<file path="src/rtl/memory_bank_if.sv">
// -----------------------------------------------------------------------------
// memory_bank_if
// Bundles the board-side signals of memory_bank.
//   data   : word to store                (master -> slave)
//   addr   : write / display address      (master -> slave)
//   store  : level, rising edge = write   (master -> slave)
//   clear  : level, rising edge = clear   (master -> slave)
//   memory : registered read data         (slave -> master)
//   valid  : registered valid bit         (slave -> master)
//   count  : number of valid words        (slave -> master)
//   busy   : clear sequencer running      (slave -> master)
// -----------------------------------------------------------------------------
interface memory_bank_if #(
  parameter int DATA_WIDTH = 8,
  parameter int ADDR_WIDTH = 2
);
  logic [DATA_WIDTH-1:0] data;
  logic [ADDR_WIDTH-1:0] addr;
  logic                  store;
  logic                  clear;
  logic [DATA_WIDTH-1:0] memory;
  logic                  valid;
  logic [ADDR_WIDTH:0]   count;
  logic                  busy;

  modport master (
    output data, addr, store, clear,
    input  memory, valid, count, busy
  );

  modport slave (
    input  data, addr, store, clear,
    output memory, valid, count, busy
  );
endinterface

</file>
<file path="src/rtl/memory_bank.sv">
// -----------------------------------------------------------------------------
// memory_bank
// DEPTH = 2**ADDR_WIDTH words of DATA_WIDTH bits behind one shared address.
// Rising edges on store/clear request a write of data to word[addr] or a
// multi-cycle clear-all sweep. The addressed word is shown on a registered,
// write-first read port, masked to zero when the word is not valid.
//   clk        : system clock, rising edge
//   rst        : synchronous active-high reset
//   bus.data   : word to store
//   bus.addr   : write and display address
//   bus.store  : level; rising edge writes
//   bus.clear  : level; rising edge starts clear-all
//   bus.memory : word[addr] (0 if invalid), one cycle latency
//   bus.valid  : valid bit of word[addr], one cycle latency
//   bus.count  : number of valid words, 0..DEPTH
//   bus.busy   : high for exactly DEPTH cycles while clearing
// -----------------------------------------------------------------------------
module memory_bank #(
  parameter int DATA_WIDTH = 8,
  parameter int ADDR_WIDTH = 2
) (
  input  logic          clk,
  input  logic          rst,
  memory_bank_if.slave  bus
);

  localparam int DEPTH = 2 ** ADDR_WIDTH;
  localparam int CW    = ADDR_WIDTH + 1;

  typedef enum logic {IDLE, CLEAR} state_t;

  state_t                state_q, state_d;
  logic [ADDR_WIDTH-1:0] ptr_q, ptr_d;
  logic                  store_q, clear_q;
  logic [DEPTH-1:0]      valid_q, valid_d;
  logic [CW-1:0]         count_q, count_d;
  logic [DATA_WIDTH-1:0] memory_q, memory_d;
  logic                  rvalid_q;
  logic                  busy_q;

  // Array contents are never reset; the valid bits mask stale data.
  logic [DATA_WIDTH-1:0] mem_q [DEPTH];

  logic                  st_edge, cl_edge;
  logic                  we;
  logic [ADDR_WIDTH-1:0] waddr;
  logic [DATA_WIDTH-1:0] wdata;
  logic [DATA_WIDTH-1:0] word_next;

  assign st_edge = bus.store & ~store_q;
  assign cl_edge = bus.clear & ~clear_q;

  // ---- next-state: edge requests, FSM, valid bits and occupancy ----
  always_comb begin
    state_d = state_q;
    ptr_d   = ptr_q;
    valid_d = valid_q;
    count_d = count_q;
    we      = 1'b0;
    waddr   = bus.addr;
    wdata   = bus.data;
    unique case (state_q)
      IDLE: begin
        // Clear takes priority; a coincident store edge is dropped.
        if (cl_edge) begin
          state_d = CLEAR;
          ptr_d   = '0;
        end else if (st_edge) begin
          we                = 1'b1;
          valid_d[bus.addr] = 1'b1;
          if (!valid_q[bus.addr]) count_d = count_q + CW'(1);
        end
      end
      CLEAR: begin
        // One word per cycle; edges arriving now are discarded.
        we             = 1'b1;
        waddr          = ptr_q;
        wdata          = '0;
        valid_d[ptr_q] = 1'b0;
        if (valid_q[ptr_q]) count_d = count_q - CW'(1);
        ptr_d = ptr_q + ADDR_WIDTH'(1);
        if (ptr_q == ADDR_WIDTH'(DEPTH - 1)) state_d = IDLE;
      end
      default: state_d = IDLE;
    endcase

    // Write-first bypass so a write to the displayed word shows without a bubble.
    word_next = (we && (waddr == bus.addr)) ? wdata : mem_q[bus.addr];
    memory_d  = valid_d[bus.addr] ? word_next : '0;
  end

  // ---- register stage: control state and registered outputs ----
  always_ff @(posedge clk) begin
    if (rst) begin
      state_q  <= IDLE;
      ptr_q    <= '0;
      store_q  <= 1'b1;   // a level held through reset must not fire afterwards
      clear_q  <= 1'b1;
      valid_q  <= '0;
      count_q  <= '0;
      memory_q <= '0;
      rvalid_q <= 1'b0;
      busy_q   <= 1'b0;
    end else begin
      state_q  <= state_d;
      ptr_q    <= ptr_d;
      store_q  <= bus.store;
      clear_q  <= bus.clear;
      valid_q  <= valid_d;
      count_q  <= count_d;
      memory_q <= memory_d;
      rvalid_q <= valid_d[bus.addr];
      busy_q   <= (state_d == CLEAR);
    end
  end

  // ---- storage array: data only, no reset ----
  always_ff @(posedge clk) begin
    if (!rst && we) mem_q[waddr] <= wdata;
  end

  assign bus.memory = memory_q;
  assign bus.valid  = rvalid_q;
  assign bus.count  = count_q;
  assign bus.busy   = busy_q;

endmodule

</file>
<file path="src/flat_wrapper.sv">
// flat-port wrapper written by rule: the top's interface ports become plain ports
module memory_bank_flat 
#(
  parameter int DATA_WIDTH = 8,
  parameter int ADDR_WIDTH = 2
)
  (clk, rst, bus_data, bus_addr, bus_store, bus_clear, bus_memory, bus_valid, bus_count, bus_busy);
  memory_bank_if #(.DATA_WIDTH(DATA_WIDTH), .ADDR_WIDTH(ADDR_WIDTH)) bus_i ();
  input  logic clk;
  input  logic rst;
  input wire logic [$bits(bus_i.data)-1:0] bus_data;
  input wire logic [$bits(bus_i.addr)-1:0] bus_addr;
  input wire logic [$bits(bus_i.store)-1:0] bus_store;
  input wire logic [$bits(bus_i.clear)-1:0] bus_clear;
  output wire logic [$bits(bus_i.memory)-1:0] bus_memory;
  output wire logic [$bits(bus_i.valid)-1:0] bus_valid;
  output wire logic [$bits(bus_i.count)-1:0] bus_count;
  output wire logic [$bits(bus_i.busy)-1:0] bus_busy;
  assign bus_i.data = bus_data;
  assign bus_i.addr = bus_addr;
  assign bus_i.store = bus_store;
  assign bus_i.clear = bus_clear;
  assign bus_memory = bus_i.memory;
  assign bus_valid = bus_i.valid;
  assign bus_count = bus_i.count;
  assign bus_busy = bus_i.busy;
  memory_bank #(.DATA_WIDTH(DATA_WIDTH), .ADDR_WIDTH(ADDR_WIDTH)) u_core (.clk(clk), .rst(rst), .bus(bus_i));
endmodule
</file>
<file path="config.mk">
export PLATFORM = sky130hd
export DESIGN_NAME = memory_bank_flat
export DESIGN_NICKNAME = d
export VERILOG_FILES = /design/src/rtl/memory_bank_if.sv /design/src/rtl/memory_bank.sv /design/src/flat_wrapper.sv
export SDC_FILE = /design/constraint.sdc
export NUM_CORES = 1
export LEC_CHECK = 0
export CORE_MARGIN = 2
export CORE_UTILIZATION = 56
export DETAILED_ROUTE_END_ITERATION = 6
export DONT_BUFFER_PORTS = 1
export PLACE_DENSITY = 0.75
export SLEW_MARGIN = 20
export SYNTH_ARGS = -nofsm -noshare
export SYNTH_HDL_FRONTEND = slang
export SYNTH_SLANG_ARGS = --single-unit
</file>
<file path="constraint.sdc">
create_clock -name clk -period 1.95 [get_ports clk]
set_input_delay 0.39 -clock clk [delete_from_list [all_inputs] [get_ports clk]]
set_output_delay 0.39 -clock clk [all_outputs]
set_load 0.01 [all_outputs]
</file>
==> results by group, run 1 <==
Clocking
  – H-tree Lvls: 2
  – Reg clk slew, reported paths: 0.10 ns
  – Clk_lat worst skew: 0.31 ns
  – Setup bufs post-CTS: 0
  – Bufs on Longest Clock Path: 2
  – CTS root buf: clkbuf_8
  – Clock Sinks: 53
  – CTS Buf Count: 5
  – CTS Hold Bufs: 0
  – Resize count post-CTS: 0
  – TritonCTS clock tree: built

Outcome
  – Status: complete, no violations

Hold path
  – Cells on Worst Hold Path: 1
  – Hold Path Sink: u_core.ptr_q[0]$_SDFFE_PP0P_
  – Type of the worst min-delay path: input pin to register
  – HP Start: rst

GRT
  – Remaining global-route overflow: 0
  – Overall routing resource usage: 20.3%
  – Largest net degree at the start of global routing: 32
  – Global-route wire length before repair: 7.53 mm
  – Initial antenna violation count: 0
  – Number of global-route vias before repair: 1,537

Die
  – Initial Utilization: 58.9%
  – Core region area: 4060 sq um
  – Row count: 23
  – I/O pins: 27
  – Chip width: 69.3 microns
  – Die area: 4810 sq um
  – Die height: 69.3 microns

STA
  – Final period utilization: 90.6%
  – Final Max Tran Viols: 0
  – RSZ-0062 raised after global routing: false
  – Worst Tran Pin Value: 0.770 ns
  – Fmax: 0.566 GHz
  – Hold Violations, Final: 0
  – Final TNS setup: 0 ns
  – Fin crit period: 1.77 ns
  – Setup Skew: 0.0121 ns
  – Final Setup Violations: 0
  – Max_slew headroom: 48.7%

Yosys
  – Post-Syn Area per Cell: 13.1 sq um
  – Yosys warns: 0
  – Seq/Total Area, Yosys: 57.8%
  – Top FF cell, synth: edfxtp_1
  – Synth top area cells: edfxtp_1 (40%), dfxtp_1 (18%), mux4_2 (6.6%)
  – Mapped Area: 2390 sq um
  – Share of the synthesized area in the top cell type: 40.2%
  – Synth Instances: 183
  – Synth unique cells: 38
  – Count leader, synth: edfxtp_1
  – Post-synth EDFFs: 32
  – FFs w/ async S/R, synth: 0%
  – Cell taking the most area after synthesis: edfxtp_1
  – Syn nets: 202
  – Most frequent cells after synthesis: edfxtp_1 (32), dfxtp_1 (21), a21oi_1 (17)
  – #FFs+latches synth: 53

Worst setup path
  – Worst reg2reg path depth: 6
  – Setup crit end kind: register
  – Startpoint Class: register
  – Crit path max fanout: 9
  – Required time of the critical path: 2.18 ns
  – Reg2reg start: u_core.ptr_q[0]$_SDFFE_PP0P_
  – CP Class: register to register
  – Worst R2R Setup Slack: 0.18 ns
  – Data arrival time of the critical path: 2.00 ns
  – R2r endpoint: u_core.bus.memory[4]$_SDFF_PP0_

Route
  – Highest Signal Layer: met4
  – Met2 WL: 2.38 mm
  – Post-DRT Antenna Nets: 0
  – Metal3 WL: 268 microns
  – Routed len/inst: 19.5 microns
  – Vias per cell: 6.15
  – DRT iter0 DRCs: 144
  – Metal-1 WL: 1.92 mm
  – First-pass iteration count of the detailed router: 4
  – DR vias: 1,458
  – DRT Wirelength: 4.63 mm
  – DR DRC count: 0

Placed design
  – Placed insts: 229
  – # port buffers: 0
  – Gpl congestion: 0.986
  – Detail Placement HPWL: 3.18 mm

Final layout
  – Post-layout util: 63.6%
  – Share of layout cells above drive strength 1: 20.3%
  – Sequential cell area: 1380 sq um
  – Multi-input gate area: 927 sq um
  – Area Growth Syn to Fin: 8.06%
  – Fill cells: 321
  – Diode count: 0
  – Final Non-Filler Cells: 237
  – Fin nets: 205

Power
  – Worst vdd ir: 0.000517 V
  – PwrDens: 813 nW/um^2
  – Leakage power: 0.855 nW

Job
  – Max-Cap Viols: 0
==> through the flow <==
step,worst slack (ns),hold WS [ns],power [mW],cell area (sq um)
2_1_floorplan,-0.0105,0.486,1.39,2390
3_3_place_gp,0.134,0.466,1.40,2470
3_5_place_dp,0.0960,0.467,1.40,2470
4_1_cts,0.0681,0.135,2.11,2580
5_1_grt,0.0617,0.129,2.17,2580
6_report,0.184,0.139,2.10,2580
==> worst max path at each step <==
stage / startpoint / end / slack (ns) / cells after the start
floorplan: bus_store / u_core.mem_q[0][0]$_DFFE_PP_ / -0.01 / 5
global placement: u_core.ptr_q[0]$_SDFFE_PP0P_ / u_core.bus.count[2]$_SDFFE_PP0P_ / 0.13 / 4
detailed placement: u_core.ptr_q[0]$_SDFFE_PP0P_ / u_core.bus.memory[4]$_SDFF_PP0_ / 0.1 / 6
CTS: u_core.ptr_q[0]$_SDFFE_PP0P_ / u_core.bus.memory[4]$_SDFF_PP0_ / 0.07 / 6
global route: u_core.ptr_q[0]$_SDFFE_PP0P_ / u_core.bus.memory[4]$_SDFF_PP0_ / 0.06 / 6
finish: u_core.ptr_q[0]$_SDFFE_PP0P_ / u_core.bus.memory[4]$_SDFF_PP0_ / 0.18 / 6
==> where the power goes <==
part           internal (mW)  total [mW]  leakage (nW)  switching [mW]
combinational         0.0712       0.149         0.340          0.0780
sequential              1.21        1.23         0.462          0.0183
clock                  0.379       0.718        0.0528           0.339
total                   1.66        2.10         0.855           0.435
==> metal layers <==
metal / global-route usage (%) / up-vias
met5: 0 / -
met3: 5.81 / 6
met1: 26.1 / 709
met2: 33.8 / 54
met4: 6.10 / 0
li1: - / 689
==> kinds of logic (layout without fill, tap and decap cells) <==
group                    after synthesis  count (layout)  share of synthesized area, %
AO/OA/AOI/OAI                         35              35                          9.16
XOR/XNOR                               2               2                         0.733
adder cells (fa/ha/maj)                5               5                          2.93
buffers and inverters                 19              23                          3.56
flip-flops                            53              53                          57.8
multiplexers                          13              13                          11.3
AND/OR/NAND/NOR                       56              56                          14.6
==> layout by cell type (no fill, tap or decap), drive strengths merged, types with 2 or more instances in the layout <==
master and count:
dfxtp 21, or4b 8, inv 6, o31ai 8, buf 9, a21oi 17, xnor2 2, mux4 10
nor3 6, ha 4, clkbuf 6, nor2 11, or2 3, nor3b 2, nand2b 2, o21ai 2
nor2b 13, nand3 4, mux2 2, a21boi 3, edfxtp 32, nand2 4
==> cell type report <==
class	instances	area share, %
Multi-Input combinational cell	111	35.9
Clock buffer	6	2.81
Sequential cell	53	53.6
Clock inverter	2	1.31
Timing Repair Buffer	9	3.10
Tap cell	50	2.42
Inverter	6	0.872
==> registers in the layout, indices dropped and copies added, names as in the netlist <==
name,flops
u_core.clear_q,1
u_core.valid_q,4
u_core.store_q,1
u_core.state_q,1
u_core.ptr_q,2
u_core.mem_q,32
u_core.bus.valid,1
u_core.bus.count,3
u_core.bus.memory,8
==> worst max-delay path, stage by stage, from the launching register on <==
cell and delay, ns:
dfxtp_2 0.43, inv_1 0.13, ha_1 0.22, a21boi_0 0.26
a22oi_1 0.14, a41o_1 0.34, a21oi_1 0.18
Note: power is estimated with default switching activity, not from simulation.
==> inputs of run 2 (changes only) <==
CELL_PAD_IN_SITES_DETAIL_PLACEMENT = 1   (was unset)
CELL_PAD_IN_SITES_GLOBAL_PLACEMENT = 1   (was unset)
CORE_UTILIZATION = 46   (was 56)
clock period = 1.6 ns   (was 1.95 ns; I/O delays follow)
==> results by group, run 2 (synthesized netlist as in run 1, its figures left out) <==
Die
  – Core region area: 5070 sq um
  – Chip width: 76.1 microns
  – Initial Utilization: 47.1%
  – I/O pins: 27
  – Die height: 76.1 microns
  – Row count: 26
  – Die area: 5790 sq um

Worst setup path
  – Startpoint Class: register
  – Crit path buffers/inverters: 0
  – Critical-path cell list: mux4_2 -> and2_4 -> mux2i_2 -> mux2_1
  – Crit-path slowest cell: mux4_2
  – Data arrival time of the critical path: 1.84 ns
  – Setup crit end kind: register
  – CP Class: register to register
  – CP max stage delay: 0.51 ns
  – Delay-heaviest family, CP: multiplexers
  – Required time of the critical path: 1.80 ns
  – Crit path max fanout: 3

Final layout
  – Diode count: 0
  – Share of layout cells above drive strength 1: 38.1%
  – Fin area: 2890 sq um
  – Area Growth Syn to Fin: 20.8%
  – Final Non-Filler Cells: 272
  – Fin nets: 220
  – Most flop-heavy register: u_core.mem_q
  – Post-layout util: 56.9%
  – Most common cell after layout, fill and taps aside: edfxtp_1
  – Commonest non-fill, non-tap cells in the layout: edfxtp_1 (32), buf_4 (19), dfxtp_1 (16)
  – Largest register FFs: 32

STA
  – Fin crit period: 1.64 ns
  – Hold Violations, Final: 0
  – Fmax: 0.610 GHz
  – Final setup margin: -0.0403 ns
  – Min Hold Slack: 0.0594 ns
  – Final Max Tran Viols: 0
  – RSZ-0062 raised after global routing: true
  – Final TNS setup: -0.0403 ns
  – Final Setup Violations: 1
  – Final period utilization: 103%
  – Max_slew headroom: 65.8%
  – Worst Tran Pin Value: 0.513 ns
  – Setup Skew: 0.0128 ns

Job
  – Max-Cap Viols: 0

Hold path
  – Type of the worst min-delay path: input pin to register

Placed design
  – Gpl congestion: 0.780
  – Placed insts: 263
  – Detail Placement HPWL: 3.73 mm
  – DP Worst Slack: -0.206 ns
  – # port buffers: 0
  – Placed cell area: 2700 sq um

GRT
  – Largest net degree at the start of global routing: 32
  – Number of global-route vias before repair: 1,687
  – Initial antenna violation count: 0
  – Global-route wire length before repair: 8.87 mm
  – Remaining global-route overflow: 0
  – Overall routing resource usage: 19.9%

Outcome
  – Failing checks: setup timing
  – Status: complete, but fails checks

Route
  – DR DRC count: 0
  – DR vias: 1,517
  – Post-DRT Antenna Nets: 0
  – DRT iter0 DRCs: 68
  – DRT Wirelength: 5.43 mm
  – Vias per cell: 5.58
  – Routed len/inst: 20.0 microns
  – First-pass iteration count of the detailed router: 4

Power
  – Power Total: 2.49 mW
  – Worst vdd ir: 0.000574 V
  – PwrDens: 864 nW/um^2
  – Leakage power: 0.964 nW

Clocking
  – TritonCTS clock tree: built
  – CTS root buf: clkbuf_8
  – Bufs on Longest Clock Path: 2
  – CTS Buf Count: 5
  – Clk_lat worst skew: 0.31 ns
  – Clock Sinks: 53
  – Reg clk slew, reported paths: 0.10 ns
  – H-tree Lvls: 2
[run 2: cell count changes in the layout (fill, tap and decap cells not counted), sizes merged]
| cell | before | now |
|---|---|---|
| buf | 9 | 24 |
| bufinv | 1 | 0 |
| clkbuf | 6 | 5 |
| clkinv | 1 | 2 |
| inv | 6 | 7 |
[run 2: layout make-up]
| class | count | area, sq um |
|---|---|---|
| fillers | 517 | 2190 |
| flip-flops and latches | 53 | 1390 |
| multi-input cells | 111 | 1060 |
| repair buffers | 24 | 243 |
| well taps | 70 | 87.6 |
| clock buffers | 5 | 68.8 |
| inverters | 6 | 22.5 |
| clock inverters | 3 | 16.3 |
[run 2: final timing paths]
path	start	end	slack [ns]	cells past startpoint
max	u_core.ptr_q[0]$_SDFFE_PP0P_	u_core.bus.count[2]$_SDFFE_PP0P_	-0.04	4
max reg2reg	u_core.ptr_q[0]$_SDFFE_PP0P_	u_core.bus.count[2]$_SDFFE_PP0P_	-0.04	4
min reg2reg	u_core.valid_q[3]$_SDFF_PP0_	u_core.valid_q[3]$_SDFF_PP0_	0.57	2
min	rst	u_core.ptr_q[0]$_SDFFE_PP0P_	0.06	1
[run 2: where the power goes]
part | leakage [nW] | internal (mW) | switching, mW
Combinational | 0.459 | 0.129 | 0.129
Sequential | 0.462 | 1.48 | 0.0182
Clock | 0.0436 | 0.304 | 0.435
[run 2: per-layer routing]
metal,GRT usage [%],share of wire (%),up-vias
met5,0,0,-
met4,6.55,1.1,0
met3,5.45,4.0,6
met2,34.8,52,22
met1,23.8,43,770
li1,-,-,719
[run 2: what timing repair did]
item / CTS / global route
hold buffers: 0 / 0
pin swaps: 2 / 4
resized for setup: 15 / 14
endpoints found under the setup margin: 17 / 10
setup buffers: 0 / 1
[run 2: worst register-to-register path, stage by stage (launching register included)]
cell     delay [ns]
dfxtp_2        0.37
mux4_2         0.51
and2_4         0.16
mux2i_2        0.16
mux2_1         0.33
==> inputs of run 3 (changes only) <==
CORE_UTILIZATION = 25   (was 46)
GPL_ROUTABILITY_DRIVEN = 0   (was unset)
PLACE_DENSITY = 0.47   (was 0.75)
SKIP_LAST_GASP = 1   (was unset)
==> results by group, run 3 (synthesized netlist as in run 1, its figures left out) <==
Die
  – Core region area: 9240 sq um
  – Chip width: 102 microns
  – I/O pins: 27
  – Die area: 10,400 sq um
  – Die height: 102 microns
  – Row count: 35
  – Initial Utilization: 25.9%

Route
  – First-pass iteration count of the detailed router: 4
  – DR vias: 1,623
  – Vias per cell: 4.76
  – DRT Wirelength: 6.54 mm
  – Routed len/inst: 19.2 microns
  – DR DRC count: 0
  – DRT iter0 DRCs: 43
  – Post-DRT Antenna Nets: 0

Final layout
  – Fin nets: 230
  – Largest register FFs: 32
  – Diode count: 0
  – Sequential cell area: 1390 sq um
  – Share of layout cells above drive strength 1: 42.0%
  – Post-layout util: 33.3%
  – Area Growth Syn to Fin: 28.6%
  – Final Non-Filler Cells: 341
  – Most common cell after layout, fill and taps aside: edfxtp_1
  – Multi-input gate area: 1100 sq um
  – Fill cells: 987
  – Most flop-heavy register: u_core.mem_q
  – Fin area: 3070 sq um
  – Commonest non-fill, non-tap cells in the layout: edfxtp_1 (32), buf_4 (26), dfxtp_1 (17)

Clocking
  – TritonCTS clock tree: built
  – CTS root buf: clkbuf_8
  – Reg clk slew, reported paths: 0.11 ns
  – Clock Sinks: 53
  – Bufs on Longest Clock Path: 2
  – CTS Buf Count: 5
  – CTS Hold Bufs: 0
  – Clk_lat worst skew: 0.31 ns
  – H-tree Lvls: 2

Hold path
  – Type of the worst min-delay path: input pin to register

Power
  – Clock group share of total power: 31.8%
  – Comb pwr share: 10.8%
  – Worst vdd ir: 0.000396 V
  – Leakage power: 1.01 nW
  – P_sw: 664 uW
  – Register share of total power: 57.4%
  – Int Power: 1.94 mW
  – PwrDens: 848 nW/um^2
  – Switch share: 25.5%

STA
  – Max_slew headroom: 62.3%
  – Fmax: 0.609 GHz
  – Final Max Tran Viols: 0
  – Min Hold Slack: 0.0645 ns
  – Setup Skew: 0.00462 ns
  – Hold Violations, Final: 0
  – Worst Tran Pin Value: 0.561 ns
  – Final Setup Violations: 1
  – Final setup margin: -0.0407 ns
  – Final period utilization: 103%
  – RSZ-0062 raised after global routing: true
  – Fin crit period: 1.64 ns

Placed design
  – Detail Placement HPWL: 4.37 mm
  – Placed cell area: 2780 sq um
  – DP Worst Slack: -0.349 ns
  – # port buffers: 0
  – Placed insts: 325

GRT
  – Largest net degree at the start of global routing: 32
  – Initial antenna violation count: 0
  – Remaining global-route overflow: 0
  – Global-route wire length before repair: 10.0 mm
  – Number of global-route vias before repair: 1,756
  – Overall routing resource usage: 13.1%

Worst setup path
  – Crit path max fanout: 4
  – Setup crit end kind: register
  – Crit-path slowest cell: mux4_2
  – CP max stage delay: 0.49 ns
  – Startpoint Class: register
  – Critical-path cell list: mux4_2 -> and2_4 -> mux2i_2 -> mux2_1
  – Required time of the critical path: 1.81 ns
  – Data arrival time of the critical path: 1.85 ns
  – CP Class: register to register

Outcome
  – Failing checks: setup timing
  – Status: complete, but fails checks

Job
  – Max-Cap Viols: 0
## run 3: cell count changes in the layout (fill, tap and decap cells not counted), moves of 2 or more
cell      previous run  this run
dfxtp_2              5         2
o21ai_0              0         2
a21oi_4              2         4
buf_6                0         2
dfxtp_4              0         2
o21ai_1              2         0
buf_4               19        26
clkinv_1             2         0
## run 3: worst paths after layout
path / from / to / slack [ns] / cells past startpoint
min reg2reg: u_core.bus.count[2]$_SDFFE_PP0P_ / u_core.bus.count[2]$_SDFFE_PP0P_ / 0.61 / 2
max: u_core.ptr_q[0]$_SDFFE_PP0P_ / u_core.bus.count[2]$_SDFFE_PP0P_ / -0.04 / 4
max reg2reg: u_core.ptr_q[0]$_SDFFE_PP0P_ / u_core.bus.count[2]$_SDFFE_PP0P_ / -0.04 / 4
min: rst / u_core.state_q$_SDFF_PP0_ / 0.06 / 1
## run 3: cell type report
type	count	share of cell area, %
Timing Repair Buffer	32	9.69
Clock inverter	3	0.936
Tap cell	129	5.25
Multi-Input combinational cell	113	35.9
Inverter	6	0.733
Clock buffer	5	2.24
Sequential cell	53	45.3
## run 3: power by group through the flow
stage	clock network, mW	registers [mW]	logic, mW
after CTS	0.853	1.50	0.254
final	0.828	1.50	0.280
after global routing	0.910	1.50	0.305
after global placement	0	1.53	0.227
after detailed placement	0	1.53	0.233
after floorplan	0	1.53	0.180
## run 3: timing repair
action | CTS | global route
endpoints found under the setup margin | 43 | 48
hold endpoints to repair | 0 | 0
resized for setup | 14 | 20
setup buffers | 2 | 4
cloned | 1 | 1
pin swaps | 3 | 6
## run 3: stage by stage
step / total power [mW] / setup TNS [ns]
4_1_cts: 2.60 / -0.0463
3_3_place_gp: 1.76 / -11.14
6_report: 2.61 / -0.0407
2_1_floorplan: 1.71 / -0.0765
3_5_place_dp: 1.76 / -12.70
5_1_grt: 2.72 / -1.18
## run 3: critical path: cells and delay by family (launching register included)
kind | cells | cell delay (ns)
and+or+nand+nor | 1 | 0.17
muxes | 3 | 0.99
DFF | 1 | 0.38
## run 3: per-layer routing
| metal | GRT usage (%) | up-vias | share of wire, % | wire length, microns |
|---|---|---|---|---|
| li1 | - | 753 | - | - |
| met1 | 17.1 | 840 | 46 | 2990 |
| met2 | 21.8 | 26 | 50 | 3240 |
| met3 | 3.24 | 4 | 3.9 | 257 |
| met4 | 3.33 | 0 | 0.64 | 42 |
| met5 | 0 | - | 0 | 0 |
